**config.mk**
```make
export PLATFORM = sky130hd
export DESIGN_NAME = voq_egress_scheduler
export DESIGN_NICKNAME = d
export VERILOG_FILES = /design/src/rtl/voq_egress_scheduler.sv
export SDC_FILE = /design/constraint.sdc
export NUM_CORES = 1
export LEC_CHECK = 0
export BUFFER_PORTS_ARGS = -buffer_cell sky130_fd_sc_hd__clkbuf_2
export CAP_MARGIN = 20
export CORE_MARGIN = 2
export CORE_UTILIZATION = 53
export DETAILED_ROUTE_END_ITERATION = 7
export PLACE_DENSITY_LB_ADDON = 0.08
export SETUP_SLACK_MARGIN = 0.02
export SYNTH_ARGS = -nofsm -noshare
export SYNTH_HDL_FRONTEND = slang
export SYNTH_SLANG_ARGS = --single-unit
export TNS_END_PERCENT = 5
```
**constraint.sdc**
```tcl
create_clock -name clk -period 4.5 [get_ports clk]
set_input_delay 1.35 -clock clk [delete_from_list [all_inputs] [get_ports clk]]
set_output_delay 1.35 -clock clk [all_outputs]
set_load 0.1 [all_outputs]
```
**src/rtl/voq_egress_scheduler.sv**
```systemverilog
// rtl/voq_egress_scheduler.sv - round-robin egress scheduler over N_IN virtual output queues
module voq_egress_scheduler #(
    parameter int N_IN      = 4,
    parameter int ADDR_W    = 12,
    parameter int VOQ_DEPTH = 16
) (
    input  logic                     clk,
    input  logic                     rst,
    input  logic [N_IN-1:0]          voq_write_i,
    input  logic [N_IN-1:0]          enable_i,
    output logic [N_IN-1:0]          read_req_o,
    input  logic [N_IN-1:0]          ptr_valid_i,
    input  logic [N_IN*ADDR_W-1:0]   ptr_i,
    input  logic [N_IN-1:0]          flood_i,
    output logic                     out_valid_o,
    input  logic                     out_ready_i,
    output logic [ADDR_W-1:0]        out_ptr_o,
    output logic                     out_flood_o,
    output logic [$clog2(N_IN)-1:0]  out_src_o,
    output logic                     overflow_o,
    output logic                     proto_err_o
);
    localparam int CNT_W = $clog2(VOQ_DEPTH) + 1;
    localparam int SRC_W = $clog2(N_IN);

    typedef enum logic [1:0] {S_IDLE, S_WAIT, S_HOLD} state_t;

    state_t             r_state;
    state_t             w_state_nxt;
    logic [CNT_W-1:0]   r_cnt [N_IN];
    logic [SRC_W-1:0]   r_rr_ptr;
    logic [SRC_W-1:0]   r_gnt;
    logic [N_IN-1:0]    w_elig;
    logic               w_any;
    logic [SRC_W-1:0]   w_win;
    logic               w_issue;
    logic               w_capture;
    logic               w_stray;
    logic [N_IN-1:0]    w_gnt_mask;

    always_comb begin
        for (int k = 0; k < N_IN; k++) begin
            w_elig[k] = enable_i[k] && (r_cnt[k] != '0);
        end
    end

    // First eligible queue at or after rr_ptr, wrapping upward.
    always_comb begin
        w_any = 1'b0;
        w_win = '0;
        for (int i = 0; i < N_IN; i++) begin
            if (!w_any && w_elig[(int'(r_rr_ptr) + i) % N_IN]) begin
                w_any = 1'b1;
                w_win = SRC_W'((int'(r_rr_ptr) + i) % N_IN);
            end
        end
    end

    always_comb begin
        w_state_nxt = r_state;
        w_issue     = 1'b0;
        case (r_state)
            S_IDLE: begin
                if (w_any) begin
                    w_issue     = 1'b1;
                    w_state_nxt = S_WAIT;
                end
            end
            S_WAIT: begin
                if (ptr_valid_i[r_gnt]) begin
                    w_state_nxt = S_HOLD;
                end
            end
            S_HOLD: begin
                if (out_ready_i) begin
                    w_issue     = w_any;
                    w_state_nxt = w_any ? S_WAIT : S_IDLE;
                end
            end
            default: w_state_nxt = S_IDLE;
        endcase
        // A grant issued during reset would be discarded, so never emit it.
        if (rst) begin
            w_issue = 1'b0;
        end
    end

    assign read_req_o = w_issue ? (N_IN'(1) << w_win) : '0;
    assign w_gnt_mask = N_IN'(1) << r_gnt;
    assign w_capture  = (r_state == S_WAIT) && ptr_valid_i[r_gnt];
    assign w_stray    = (r_state == S_WAIT) ? |(ptr_valid_i & ~w_gnt_mask) : |ptr_valid_i;

    always_ff @(posedge clk) begin
        if (rst) begin
            r_state     <= S_IDLE;
            r_rr_ptr    <= '0;
            r_gnt       <= '0;
            out_valid_o <= 1'b0;
            out_ptr_o   <= '0;
            out_flood_o <= 1'b0;
            out_src_o   <= '0;
            overflow_o  <= 1'b0;
            proto_err_o <= 1'b0;
            for (int k = 0; k < N_IN; k++) begin
                r_cnt[k] <= '0;
            end
        end else begin
            r_state <= w_state_nxt;
            if (w_issue) begin
                r_gnt    <= w_win;
                r_rr_ptr <= (w_win == SRC_W'(N_IN - 1)) ? '0 : w_win + 1'b1;
            end
            if (w_capture) begin
                out_valid_o <= 1'b1;
                out_ptr_o   <= ptr_i[int'(r_gnt)*ADDR_W +: ADDR_W];
                out_flood_o <= flood_i[r_gnt];
                out_src_o   <= r_gnt;
            end else if (r_state == S_HOLD && out_ready_i) begin
                out_valid_o <= 1'b0;
            end
            if (w_stray) begin
                proto_err_o <= 1'b1;
            end
            for (int k = 0; k < N_IN; k++) begin
                case ({voq_write_i[k], read_req_o[k]})
                    2'b10: begin
                        if (r_cnt[k] == CNT_W'(VOQ_DEPTH)) begin
                            overflow_o <= 1'b1;
                        end else begin
                            r_cnt[k] <= r_cnt[k] + 1'b1;
                        end
                    end
                    2'b01:   r_cnt[k] <= r_cnt[k] - 1'b1;
                    default: r_cnt[k] <= r_cnt[k];
                endcase
            end
        end
    end
endmodule
```
==> flow_metrics.py <==
metrics = {
    "grt": {
        "grt-ovfl-total": 0,
        "grt_pass1_wl_um": 10700,
        "grt_pass1_vias": 2447,
        "grt_max_degree": 39,
        "grtUsageTotal_pct": 21.2,
        "antenna_found_initial": 0,
    },
    "logic_synthesis": {
        "async_flop_share_pct": 0,
        "avgSynthCellArea_um2": 9.67,
        "yosysWarnings": 0,
        "synth_nets": 412,
        "synth_flop_cell": "dfxtp_1",
        "synth_cell_type_count": 51,
        "ys_seq_elements": 44,
        "netlist_area_mm2": 0.00308,
        "seq_area_frac_synth_pct": 35.2,
        "synth_edf_count": 20,
        "syn_inst": 318,
    },
    "pwr": {
        "ir_drop_mv": 0.256,
        "p_leak_nw": 1.71,
        "p_per_area_mw_per_mm2": 466,
    },
    "finish": {
        "layout_commonest_cell": "clkbuf_2",
        "area_growth_pct": 21.0,
        "layout_common_cells": "clkbuf_2, nand2_1, a21oi_1",
        "drive_gt1_share_pct": 30.3,
        "postLayoutCellArea_mm2": 0.00372,
        "register_area_mm2": 0.00108,
        "multi_input_area_mm2": 0.00184,
        "final_util_pct": 67.2,
        "layout.nets": 499,
        "fillerInstances": 473,
        "n_antenna_cell": 0,
    },
    "clock_network": {
        "cts_hold_buf": 0,
        "cts_buffers": 5,
        "clock_path_buffers": 2,
        "clock-sinks": 44,
        "clkLatencyLatePin_ns": 0.30,
        "cts_tree": "done",
        "cts_resized": 0,
        "post_cts_buffers": 0,
        "cts_root_buffer": "clkbuf_8",
        "path_clk_slew_ns": 0.08,
        "h-tree-depth": 2,
    },
    "critical_path": {
        "criticalPathCategory": "flop to output pin",
        "path_cells": "or4_1 -> o21ai_0 -> o22ai_1 -> a211oi_2 -> and2_1 -> ha_1 -> and2_1 -> buf_12",
        "cp.depth": 8,
        "crit_path_frequent_cell": "and2_1",
        "crit_arrival_ns": 2.97,
        "cp-end-kind": "output pin",
        "start_kind": "flop",
        "slowest_stage": "or4_1",
        "cp_slowest_stage_delay_ns": 0.55,
        "ff2ff_path_depth": 15,
        "cpLargestDelayFamily": "simple AND/OR/NAND/NOR gates",
        "crit_required_ns": 3.15,
        "critPathMaxFanout": 5,
        "critPathBufInv": 1,
    },
    "timing": {
        "drv_slew": 0,
        "fin_skew_ns": 0.00710,
        "max_freq_ghz": 0.231,
        "final-setup-viol-count": 0,
        "worst_pin_slew_ns": 0.960,
        "finalCritPeriodShare_pct": 96.0,
        "fin_tns_setup_ns": 0,
        "rsz0062_at_grt": "false",
        "maxSlewHeadroom_pct": 35.7,
        "finalHoldViolCount": 0,
        "fin_crit_ns": 4.32,
    },
    "die": {
        "ioPinCount": 89,
        "start_util_pct": 55.5,
        "rows": 27,
        "core_mm2": 0.00554,
        "die_w_um": 80.2,
        "dieHeight_um": 80.2,
        "dieArea_mm2": 0.00643,
    },
    "detailed_routing": {
        "routed_wirelength_um": 6660,
        "vias": 2612,
        "drtIter0Drc": 82,
        "wl_per_cell_um": 13.9,
        "via_per_inst": 5.46,
        "ant_nets": 0,
        "drcViolationCount": 0,
        "firstDrtPassIters": 4,
    },
    "placement": {
        "placed_area_mm2": 0.00364,
        "dp_hpwl_um": 5300,
        "routabilityCongestion": 0.834,
        "portBuffers": 88,
    },
    "status": {
        "status": "finished clean",
    },
    "hold_path": {
        "hold_path.class": "flop to flop",
        "whs_path_depth": 2,
    },
    "job": {
        "cap_violations": 0,
    },
}
synthesized netlist by cell type, types with 8 or more instances:
cell / instances / area share [%]
nand2_1: 41 / 5.0
a21oi_1: 31 / 5.0
inv_1: 28 / 3.4
dfxtp_1: 24 / 16
ha_1: 24 / 9.8
edfxtp_1: 20 / 20
nor2_1: 20 / 2.4
mux4_2: 14 / 10
a21o_1: 10 / 2.4
nand2b_1: 9 / 1.8
xor2_1: 8 / 2.3
worst min-delay path, cell delays in order (launching register included):
cell     delay [ns]
dfxtp_1        0.31
nand2_1        0.05
a21oi_1        0.05
per-layer routing:
layer	part of all wire, %	GRT usage, %
met1	44	28.5
met2	49	35.0
met3	5.1	4.04
met4	1.0	5.59
met5	0	0
power by group:
group	total, mW	switching, mW	internal, mW
sequential	0.615	0.0947	0.521
combinational	0.876	0.541	0.335
clock	0.242	0.133	0.109
state kept, by name, indices dropped and copies added, names as in the netlist:
register	flops
r_gnt	2
out_src_o	2
proto_err_o	1
out_flood_o	1
out_ptr_o	12
out_valid_o	1
overflow_o	1
r_cnt	20
r_rr_ptr	2
r_state	2
logic make-up after synthesis:
family | Yosys count | share of synthesized area, %
xor+xnor | 14 | 3.99
mux | 17 | 11.3
simple gates | 97 | 15.0
flops | 44 | 35.2
buf+inv | 39 | 5.04
fa+ha+maj | 27 | 11.7
compound gates | 80 | 17.8
worst paths after layout:
kind / startpoint / slack, ns / to
max: r_cnt[2][0] / 0.18 / read_req_o[3]
min: out_ptr_o[11] / 0.46 / out_ptr_o[11]
max reg2reg: r_cnt[2][0] / 0.51 / r_cnt[2][4]
min reg2reg: out_ptr_o[11] / 0.46 / out_ptr_o[11]
stage by stage:
| stage | setup WS, ns | std cells | hold slack, ns | power (mW) |
|---|---|---|---|---|
| after floorplan | 0.0460 | 318 | 0.478 | 1.31 |
| after global placement | 0.335 | 470 | 0.442 | 1.48 |
| after detailed placement | 0.269 | 470 | 0.449 | 1.50 |
| after CTS | 0.192 | 478 | 0.460 | 1.75 |
| after global routing | 0.0328 | 478 | 0.481 | 1.85 |
| final | 0.178 | 478 | 0.458 | 1.73 |
area by class of cell:
cell class              count  share of cell area, %
multi-input cells         235                   49.5
flip-flops and latches     44                   29.1
repair buffers             91                   14.1
inverters                  28                   2.82
well taps                  72                   2.42
clock buffers               7                   2.05
clock inverters             1                  0.134
Power figures use the tool's default switching activity.
